**src/rtl/general_group_decoder_pkg.sv**
```systemverilog
// Shared instruction-format constants for all group decoders; GEN_ILLEGAL_TRAP_EN
// (see top) only changes decoder ports, not these encodings.
package general_group_decoder_pkg;

  localparam int INSTR_W  = 16;
  localparam int GROUP_HI = 15;
  localparam int GROUP_LO = 14;
  localparam int SUB_HI   = 13;
  localparam int SUB_LO   = 11;
  localparam int OP_HI    = 10;
  localparam int OP_LO    = 8;

  typedef enum logic [1:0] {
    GROUP_SYSTEM = 2'b00,
    GROUP_ALU    = 2'b01,
    GROUP_MEM    = 2'b10,
    GROUP_BRANCH = 2'b11
  } group_e;

  typedef enum logic [2:0] {
    GEN_OP_NOP  = 3'b000,
    GEN_OP_EI   = 3'b001,
    GEN_OP_DI   = 3'b010,
    GEN_OP_RETI = 3'b011,
    GEN_OP_HALT = 3'b100
  } gen_op_e;

  // Shared with the ALU decoder; listed here so every decoder sees one encoding.
  localparam logic [2:0] ALU_OP_ADD = 3'b000;
  localparam logic [2:0] ALU_OP_SUB = 3'b001;
  localparam logic [2:0] ALU_OP_MOV = 3'b111;
  localparam logic       MODE_REG   = 1'b0;
  localparam logic       MODE_IMM   = 1'b1;

  typedef struct packed {
    logic is_ei;
    logic is_di;
    logic is_reti;
    logic is_halt;
    logic is_illegal;
  } gen_dec_t;

endpackage

```
**src/rtl/general_group_decoder_if.sv**
```systemverilog
// Phase/instruction bundle from the sequencer and the decoder's control outputs.
// ILLEGALX exists only when GEN_ILLEGAL_TRAP_EN is defined.
interface general_group_decoder_if;
  logic [15:0] INSTRUCTION;
  logic        FETCH;
  logic        DECODE;
  logic        EXECUTE;
  logic        COMMIT;
  logic        EIX;
  logic        DIX;
  logic        RETIX;
  logic        PC_ENX;
`ifdef GEN_ILLEGAL_TRAP_EN
  logic        ILLEGALX;
`endif

  modport master (
    output INSTRUCTION, FETCH, DECODE, EXECUTE, COMMIT,
`ifdef GEN_ILLEGAL_TRAP_EN
    input  ILLEGALX,
`endif
    input  EIX, DIX, RETIX, PC_ENX
  );

  modport slave (
    input  INSTRUCTION, FETCH, DECODE, EXECUTE, COMMIT,
`ifdef GEN_ILLEGAL_TRAP_EN
    output ILLEGALX,
`endif
    output EIX, DIX, RETIX, PC_ENX
  );
endinterface

```
**src/rtl/general_group_decoder_gen_op_decode.sv**
```systemverilog
// Combinational SYSTEM-group op decode: instruction word -> one-hot op flags, zero latency.
module general_group_decoder_gen_op_decode
  import general_group_decoder_pkg::*;
(
  input  logic [INSTR_W-1:0] instruction,
  output gen_dec_t           dec
);

  logic       sys_hit;
  logic [2:0] op;
  logic [2:0] sub;
  logic       unused_low_bits;

  assign sys_hit         = (instruction[GROUP_HI:GROUP_LO] == GROUP_SYSTEM);
  assign op              = instruction[OP_HI:OP_LO];
  assign sub             = instruction[SUB_HI:SUB_LO];
  assign unused_low_bits = ^instruction[OP_LO-1:0];

  // Strobe ops look only at the op field; a non-zero sub field is flagged
  // separately as illegal rather than suppressing the strobe.
  assign dec.is_ei      = sys_hit && (op == GEN_OP_EI);
  assign dec.is_di      = sys_hit && (op == GEN_OP_DI);
  assign dec.is_reti    = sys_hit && (op == GEN_OP_RETI);
  assign dec.is_halt    = sys_hit && (op == GEN_OP_HALT);
  assign dec.is_illegal = sys_hit && ((op > GEN_OP_HALT) || (sub != 3'b000));

endmodule

```
**src/rtl/general_group_decoder.sv**
```systemverilog
// SYSTEM-group decoder: strobes captured on DECODE edge, cleared on COMMIT edge; HALT drops PC_ENX
// on its COMMIT edge until RESET. Define GEN_ILLEGAL_TRAP_EN to add the ILLEGALX output.
module general_group_decoder
  import general_group_decoder_pkg::*;
(
  input  logic                   CLK,
  input  logic                   RESET,
  general_group_decoder_if.slave bus
);

  gen_dec_t dec;
  logic     ei_q;
  logic     di_q;
  logic     reti_q;
  logic     halt_pend;
  logic     pc_en_q;
  logic     illegal_q;
  logic     halt_at_commit;
  logic     unused_phases;

  general_group_decoder_gen_op_decode u_gen_op_decode (
    .instruction (bus.INSTRUCTION),
    .dec         (dec)
  );

  // With DECODE and COMMIT both hot, COMMIT acts on what DECODE just latched.
  assign halt_at_commit = bus.DECODE ? dec.is_halt : halt_pend;
  assign unused_phases  = bus.FETCH ^ bus.EXECUTE;

  always_ff @(posedge CLK) begin
    if (RESET) begin
      ei_q      <= 1'b0;
      di_q      <= 1'b0;
      reti_q    <= 1'b0;
      illegal_q <= 1'b0;
      halt_pend <= 1'b0;
      pc_en_q   <= 1'b1;
    end else begin
      if (bus.DECODE) begin
        ei_q      <= dec.is_ei;
        di_q      <= dec.is_di;
        reti_q    <= dec.is_reti;
        illegal_q <= dec.is_illegal;
        halt_pend <= dec.is_halt;
      end
      if (bus.COMMIT) begin
        ei_q      <= 1'b0;
        di_q      <= 1'b0;
        reti_q    <= 1'b0;
        illegal_q <= 1'b0;
        halt_pend <= 1'b0;
        if (halt_at_commit) begin
          pc_en_q <= 1'b0;
        end
      end
    end
  end

  assign bus.EIX    = ei_q;
  assign bus.DIX    = di_q;
  assign bus.RETIX  = reti_q;
  assign bus.PC_ENX = pc_en_q;

`ifdef GEN_ILLEGAL_TRAP_EN
  assign bus.ILLEGALX = illegal_q;
`else
  logic unused_illegal;
  assign unused_illegal = illegal_q;
`endif

endmodule

```
**src/flat_wrapper.sv**
```systemverilog
// flat-port wrapper written by rule: the top's interface ports become plain ports
module general_group_decoder_flat import general_group_decoder_pkg::*;
  (CLK, RESET, bus_INSTRUCTION, bus_FETCH, bus_DECODE, bus_EXECUTE, bus_COMMIT, bus_EIX, bus_DIX, bus_RETIX, bus_PC_ENX);
  general_group_decoder_if bus_i ();
  input  logic CLK;
  input  logic RESET;
  input wire logic [$bits(bus_i.INSTRUCTION)-1:0] bus_INSTRUCTION;
  input wire logic [$bits(bus_i.FETCH)-1:0] bus_FETCH;
  input wire logic [$bits(bus_i.DECODE)-1:0] bus_DECODE;
  input wire logic [$bits(bus_i.EXECUTE)-1:0] bus_EXECUTE;
  input wire logic [$bits(bus_i.COMMIT)-1:0] bus_COMMIT;
  output wire logic [$bits(bus_i.EIX)-1:0] bus_EIX;
  output wire logic [$bits(bus_i.DIX)-1:0] bus_DIX;
  output wire logic [$bits(bus_i.RETIX)-1:0] bus_RETIX;
  output wire logic [$bits(bus_i.PC_ENX)-1:0] bus_PC_ENX;
  assign bus_i.INSTRUCTION = bus_INSTRUCTION;
  assign bus_i.FETCH = bus_FETCH;
  assign bus_i.DECODE = bus_DECODE;
  assign bus_i.EXECUTE = bus_EXECUTE;
  assign bus_i.COMMIT = bus_COMMIT;
  assign bus_EIX = bus_i.EIX;
  assign bus_DIX = bus_i.DIX;
  assign bus_RETIX = bus_i.RETIX;
  assign bus_PC_ENX = bus_i.PC_ENX;
  general_group_decoder u_core (.CLK(CLK), .RESET(RESET), .bus(bus_i));
endmodule
```
**config.mk**
```make
export PLATFORM = sky130hd
export DESIGN_NAME = general_group_decoder_flat
export DESIGN_NICKNAME = d
export VERILOG_FILES = /design/src/rtl/general_group_decoder_pkg.sv /design/src/rtl/general_group_decoder_if.sv /design/src/rtl/general_group_decoder_gen_op_decode.sv /design/src/rtl/general_group_decoder.sv /design/src/flat_wrapper.sv
export SDC_FILE = /design/constraint.sdc
export NUM_CORES = 1
export LEC_CHECK = 0
export ABC_AREA = 1
export CORE_AREA = 2 2 39 41
export CTS_BUF_LIST = sky130_fd_sc_hd__clkbuf_2
export CTS_CLUSTER_SIZE = 10
export DETAILED_ROUTE_END_ITERATION = 10
export DIE_AREA = 0 0 41 43
export REMOVE_ABC_BUFFERS = 1
export SKIP_LAST_GASP = 1
export SYNTH_ARGS = -nofsm -noshare
export SYNTH_HDL_FRONTEND = slang
export SYNTH_SLANG_ARGS = --single-unit
```
**constraint.sdc**
```tcl
create_clock -name CLK -period 0.9 [get_ports CLK]
set_input_delay 0.27 -clock CLK [delete_from_list [all_inputs] [get_ports CLK]]
set_output_delay 0.27 -clock CLK [all_outputs]
set_load 0.03 [all_outputs]
```
### After elaboration in Yosys (flattened, before gate mapping)

Cells that the tools add are included.
W data, S select, Z words.

| cells by class | value |
|---|---|
| eq/ne operators | 4 |
| muxes and demuxes | 1 |
| reductions and logical operators | 7 |

Operator list:

| kind | number |
|---|---|
| $eq A3 B2 Y1 const B | 2 |
| $logic_and A1 B1 Y1 | 4 |
| $eq A3 B1 Y1 const B | 1 |
| $eq A3 B3 Y1 const B | 1 |
| $logic_not A2 Y1 | 1 |
| $reduce_and A2 Y1 | 1 |
| $reduce_or A2 Y1 | 1 |
| $mux W1 | 1 |

| word-level totals | value |
|---|---|
| flip-flop bits (word level) | 5 |
| output and inout port bits | 4 |
| word-level logic and storage cells | 17 |

### Longest topological paths before layout

Gate-level depths: netlist (run 1).

| depth | value |
|---|---|
| word-level depth | 4 |
| gate-level depth with buffers | 7 |
| depth with buffers taken out | 7 |

### Cells and area by module

From an unflattened synthesis (run 1), not the netlist that was laid out.

| unflattened totals | value |
|---|---|
| cells, all modules | 45 |
| area total of the unflattened synthesis | 301.5 um^2 |

Modules (own cells, without submodules):

| module | times used | cells an instance | area an instance (um^2) | sequential area each (um^2) |
|---|---|---|---|---|
| general_group_decoder | 1 | 26 | 215.2 | 100.1 |
| general_group_decoder_gen_op_decode | 1 | 19 | 86.3 | 0.0 |

### Worst setup path before layout (run 1)

OpenSTA, ideal clock, no wires.

| timing path | value |
|---|---|
| kind | input to register |
| from | in bus_INSTRUCTION[15] |
| to | reg u_core.pc_en_q (netlist: u_core.bus.PC_ENX) |
| library setup time | 0.113 ns |
| data arrival time | 0.686 ns |
| data required time | 0.787 ns |
| setup slack | 0.101 ns |
| cell stages on the path | 6 |
| buffers on the path | 0 |
| cell sequence | nor2_2 nand3_2 nand2_1 nand2_1 nand2_1 nand2_1 |

| on the way | value |
|---|---|
| word-level cells in the longest chain between the ends | 4 |

Ends and longest elaborated chain:

| what | RTL line | text |
|---|---|---|
| from (decl) | flat_wrapper.sv:7 | `input wire logic [$bits(bus_i.INSTRUCTION)-1:0] bus_INSTRUCTION;` |
| $logic_not A2 Y1 | general_group_decoder_gen_op_decode.sv:14 | `assign sys_hit = (instruction[GROUP_HI:GROUP_LO] == GROUP_SYSTEM);` |
| $logic_and A1 B1 Y1 | general_group_decoder_gen_op_decode.sv:24 | `assign dec.is_halt = sys_hit && (op == GEN_OP_HALT);` |
| $mux W1 | -- |  |
| $reduce_and A2 Y1 (no source line) | -- |  |
| to (signal assigned) | general_group_decoder.sv:37 | `pc_en_q <= 1'b1;` |
| to (signal assigned) | general_group_decoder.sv:53 | `pc_en_q <= 1'b0;` |
| to (decl) | general_group_decoder.sv:16 | `logic pc_en_q;` |

Every way passes these cells.
A chain may end at the register's enable or synchronous reset.

### Final worst setup path (run 1)

| timing path | value |
|---|---|
| from | reg u_core.pc_en_q (netlist: u_core.bus.PC_ENX) |
| to | out bus_PC_ENX |

RTL lines:

| what | RTL line | text |
|---|---|---|
| to (decl) | flat_wrapper.sv:15 | `output wire logic [$bits(bus_i.PC_ENX)-1:0] bus_PC_ENX;` |

No word-level cell between the ends.

==> results.yml, run 1 <==
run_status:
  status: "finished with violations"
  violations: "negative setup slack"
layout:
  diodes: 0
  drive_gt1_share_pct: 52.9
  area_growth_pct: 100
  finalNetCount: 74
drt:
  antenna_left: 0
  num_vias: 259
  drcViolationCount: 0
  wirelength_um: 527
  dr.pass1.iters: 2
  viasPerCell: 3.87
  wl_per_cell_um: 7.87
  drt_iter0_drc: 3
cts:
  insertion_delay_ns: 0.22
  cts_buffer_depth: 2
  clock_sinks: 5
  hold_buffers: 0
  cts_max_level: 1
  cts_tree: "built"
  clkTransAtPathRegs_ns: 0.06
  cts_made_buffers: 3
  cts_root_buf: "clkbuf_2"
timing:
  fin_crit_ns: 0.955
  skew_ns: 0.00303
  layout_setup_ws_ns: -0.0547
  finalSetupViolations: 4
  max_freq_ghz: 1.05
  hold_slack_ns: 0.322
  slew_viol_final: 0
  hold_viol: 0
  fin_crit_sh_pct: 106
  rsz0062_at_grt: "true"
  worst_pin_slew_ns: 0.137
  relSlewSlack_pct: 90.8
worst_setup_path:
  reg2reg_from: "u_core.halt_pend"
  max_stage_delay_ns: 0.33
  worst-endpoint-arrival_ns: 0.68
  crit_path_start_kind: "flip-flop"
  crit_start: "u_core.bus.PC_ENX"
  slowest_stage: "dfxtp_2"
  crit_path_end_kind: "output pin"
  cp_cell_sequence: "buf_6"
  cp_data_required_time_ns: 0.63
  crit_buf_inv: 1
  cpLargestDelayFamily: "flip-flops"
  path_class: "flip-flop to output pin"
  path_max_fanout: 2
power_and_ir_drop:
  vdd_drop_max_v: 0.000548
  pwr_density_cell_nw_per_um2: 1140
  leakage_uw: 0.000211
grt:
  grt_pass1_vias: 230
  antenna_found_initial: 0
  grt_pass1_wl_um: 855
  grt_overflow: 0
  grt_max_degree: 6
  grt.total_usage_pct: 8.14
yosys:
  syn_inst: 32
  synth_top_area_share_pct: 44.4
  synth_commonest_cells: "nand2_1 (9), dfxtp_1 (5), a21oi_1 (4), inv_1 (4)"
  synth_edf_count: 0
  synthArstFlopShare_pct: 0
  synth_most_common_cell: "nand2_1"
  yosysUniqueCellTypes: 11
  synth-seq-area-share_pct: 44.4
  ys.flop_type: "dfxtp_1"
  synth_top_area_cell: "dfxtp_1"
  yosysWarnings: 0
  yosys_register_bits: 5
  syn_avg_cell_area_um2: 7.04
  yosys-top-cells-area: "dfxtp_1 (44%), nand2_1 (15%), a21oi_1 (8.9%)"
  syn_area_um2: 225
placed_design:
  place_hpwl_um: 375
  port_buffers: 12
  gp_congestion: 0.629
  place_ws_ns: -0.443
floorplan:
  die_w_um: 41
  die_h_um: 43
  coreArea_um2: 1380
  start_util_pct: 16.3
  die_area_um2: 1760
  rows: 14
  ioPinCount: 26
hold_path:
  hold_class: "input port to flip-flop"
  worst_hold_startpoint: "bus_COMMIT"
job:
  drv_cap: 0
[final timing paths]
check | depth (start not counted) | slack, ns | endpoint
worst max-delay path | 1 | -0.05 | bus_PC_ENX
worst min register to register | 2 | 0.45 | u_core.bus.PC_ENX
worst max register to register | 5 | 0.22 | u_core.bus.PC_ENX
worst min-delay path | 4 | 0.32 | u_core.bus.PC_ENX
[per-layer routing]
layer  up-vias  part of all wire (%)  GRT usage [%]
met5         -                     0              0
met4         0                   3.2           6.00
met3         4                    13           8.38
met2        10                    43           10.0
met1       108                    40           7.74
li1        137                     -              -
[layout by cell type, fill, tap and decap left out, drive strengths merged]
cell type / instances
nand2: 9
nand3: 3
clkdlybuf4s15: 1
dfxtp: 5
a21oi: 4
buf: 7
clkbuf: 4
dlymetal6s2s: 1
nand4: 1
or2: 1
dlygate4sd2: 6
nor2: 4
inv: 5
[flip-flops by register name, indices dropped and copies added (netlist names)]
register / count
u_core.bus.DIX: 1
u_core.bus.EIX: 1
u_core.bus.PC_ENX: 1
u_core.bus.RETIX: 1
u_core.halt_pend: 1
[timing repair]
action,CTS,global route
setup endpoints to repair,9,9
buffers inserted,1,0
resized for setup,22,6
pin swaps,4,3
[kinds of logic after synthesis]
logic type / synth area share [%]
AND/OR/NAND/NOR: 38.3
buffers and inverters: 8.33
AO/OA/AOI/OAI: 8.89
flip-flops: 44.4
[area by class of cell]
class	count	area [µm²]
inverters	5	18.8
clock buffers	4	20.0
flip-flops and latches	5	105
multi-input cells	22	140
well taps	16	20.0
repair buffers	15	146
fillers	160	933
[worst reg2reg max path, stage by stage (launching register included)]
cell and delay [ns]:
dfxtp_1 0.30, nand2_1 0.07, nand2_1 0.08, nand2_1 0.04
nand2_1 0.05, nand2_1 0.04
[per-stage QoR]
step | TNS, ns | area (µm²) | cells | util (%) | power [µW]
6_report | -0.190 | 450 | 67 | 32.5 | 515
5_1_grt | -0.319 | 450 | 67 | 32.5 | 545
4_1_cts | -0.244 | 429 | 67 | 31.0 | 521
3_5_place_dp | -1.78 | 370 | 62 | 26.8 | 303
3_3_place_gp | -1.75 | 370 | 62 | 26.8 | 302
2_1_floorplan | 0 | 225 | 32 | - | 253
[power breakdown]
group	total, µW	switching [µW]	internal (µW)
Sequential	223	0.662	223
Combinational	79.1	38.3	40.8
Clock	213	94.9	118
Total	515	134	381
Power figures use the tool's default switching activity.
==> inputs of run 2 (changes only) <==
--- a/config.mk
+++ b/config.mk
@@ -11,6 +11,7 @@
 export CTS_CLUSTER_SIZE = 10
 export DETAILED_ROUTE_END_ITERATION = 10
 export DIE_AREA = 0 0 41 43
+export GPL_TIMING_DRIVEN = 0
 export REMOVE_ABC_BUFFERS = 1
 export SKIP_LAST_GASP = 1
 export SYNTH_ARGS = -nofsm -noshare
==> run 2 against run 1 <==
The run still ends with negative setup slack left. Critical endpoint is now bus_DIX. Clock-buffer cell count is the same. Die area stayed put. Routed wire length up 8.2%. Utilization fell by 0.90 points. Sequential power about the same.
==> results.yml, run 2 (same netlist as run 1, synthesis figures left out) <==
grt:
  grt_overflow: 0
  grt_max_degree: 6
  grt_pass1_vias: 251
  grt_pass1_wl_um: 945
  grt.total_usage_pct: 8.23
  antenna_found_initial: 0
drt:
  wirelength_um: 570
  dr.pass1.iters: 4
  wl_per_cell_um: 8.38
  viasPerCell: 3.93
  num_vias: 267
  drcViolationCount: 0
  antenna_left: 0
  drt_iter0_drc: 5
cts:
  cts_buffer_depth: 2
  cts_tree: "built"
  cts_max_level: 1
  insertion_delay_ns: 0.21
  cts_root_buf: "clkbuf_2"
  cts_made_buffers: 3
  clock_sinks: 5
  clkTransAtPathRegs_ns: 0.06
worst_setup_path:
  path_class: "flip-flop to output pin"
  cpLargestDelayFamily: "flip-flops"
  crit_path_end_kind: "output pin"
  worst-endpoint-arrival_ns: 0.68
  cp_cell_sequence: "buf_6"
  cp_data_required_time_ns: 0.63
  max_stage_delay_ns: 0.34
  crit_buf_inv: 1
  crit_path_start_kind: "flip-flop"
  slowest_stage: "dfxtp_2"
  path_max_fanout: 2
timing:
  layout_setup_ws_ns: -0.0484
  relSlewSlack_pct: 90.9
  fin_crit_ns: 0.948
  hold_viol: 0
  finalSetupViolations: 4
  fin_crit_sh_pct: 105
  rsz0062_at_grt: "true"
  slew_viol_final: 0
  tns_ns: -0.167
  worst_pin_slew_ns: 0.137
  max_freq_ghz: 1.05
  skew_ns: 0.0000814
job:
  drv_cap: 0
layout:
  diodes: 0
  fill_cells: 153
  finalNetCount: 75
  area_growth_pct: 94.4
  finalInstanceArea_um2: 438
  drive_gt1_share_pct: 46.2
  layout_common_cells: "nand2_1 (9), dlygate4sd2_1 (7)"
  mostFrequentLayoutCell: "nand2_1"
placed_design:
  place_hpwl_um: 393
  place_area_um2: 365
  gp_congestion: 0.606
  place_ws_ns: -0.439
  port_buffers: 12
hold_path:
  hold_class: "input port to flip-flop"
floorplan:
  ioPinCount: 26
  rows: 14
  die_h_um: 43
  start_util_pct: 16.3
  die_area_um2: 1760
  die_w_um: 41
  coreArea_um2: 1380
run_status:
  status: "finished with violations"
  violations: "negative setup slack"
power_and_ir_drop:
  pwr_density_cell_nw_per_um2: 1160
  leakage_uw: 0.000209
  power_uw: 507
  vdd_drop_max_v: 0.000769
[run 2: cell types whose count changed in the layout (fill, tap and decap cells not counted)]
cell / delta
a21oi_1: +2
a21oi_2: -2
buf_4: +2
buf_6: -1
dlygate4sd2_1: +1
dlymetal6s2s_1: -1
inv_1: +1
inv_2: -1
nand3_1: +1
nand3_2: -1
[run 2: repair_timing]
| action | 4_1_cts | 5_1_grt |
|---|---|---|
| pin swaps | 5 | 4 |
| setup buffers | 2 | 2 |
| hold buffers | 0 | 0 |
| endpoints found under the setup margin | 9 | 5 |
| gates resized for setup | 45 | 2 |
[run 2: stage by stage]
stage          std cells  hold slack (ns)  util, %
2_1_floorplan         32            0.362        -
4_1_cts               66            0.376     30.3
6_report              68            0.386     31.6
3_5_place_dp          60            0.436     26.4
5_1_grt               68            0.388     31.6
3_3_place_gp          60            0.441     26.4
[run 2: layer usage]
| layer | global-route usage (%) | vias up | share of wire (%) |
|---|---|---|---|
| met3 | 7.85 | 0 | 11 |
| met1 | 9.00 | 113 | 42 |
| met2 | 11.3 | 14 | 46 |
| met4 | 2.00 | 0 | 0 |
| met5 | 0 | - | 0 |
| li1 | - | 140 | - |
[run 2: final cells by class]
class | instances | area, µm² | share of cell area, %
tap | 16 | 20.0 | 4.57
inverter | 5 | 18.8 | 4.29
multi-input combinational | 22 | 128 | 29.1
sequential | 5 | 105 | 24.0
timing repair buffer | 16 | 146 | 33.4
clock buffer | 4 | 20.0 | 4.57
[run 2: final timing paths]
check | start | endpoint | slack (ns) | depth (start not counted)
max | u_core.bus.DIX | bus_DIX | -0.05 | 1
min | RESET | u_core.bus.PC_ENX | 0.39 | 3
max reg2reg | u_core.bus.RETIX | u_core.bus.RETIX | 0.13 | 4
min reg2reg | u_core.bus.PC_ENX | u_core.bus.PC_ENX | 0.45 | 2
[run 2: where the power goes]
part           internal (µW)  switching (µW)
clock network            118            91.3
logic                   38.2            36.6
registers                223           0.699
total                    378             129
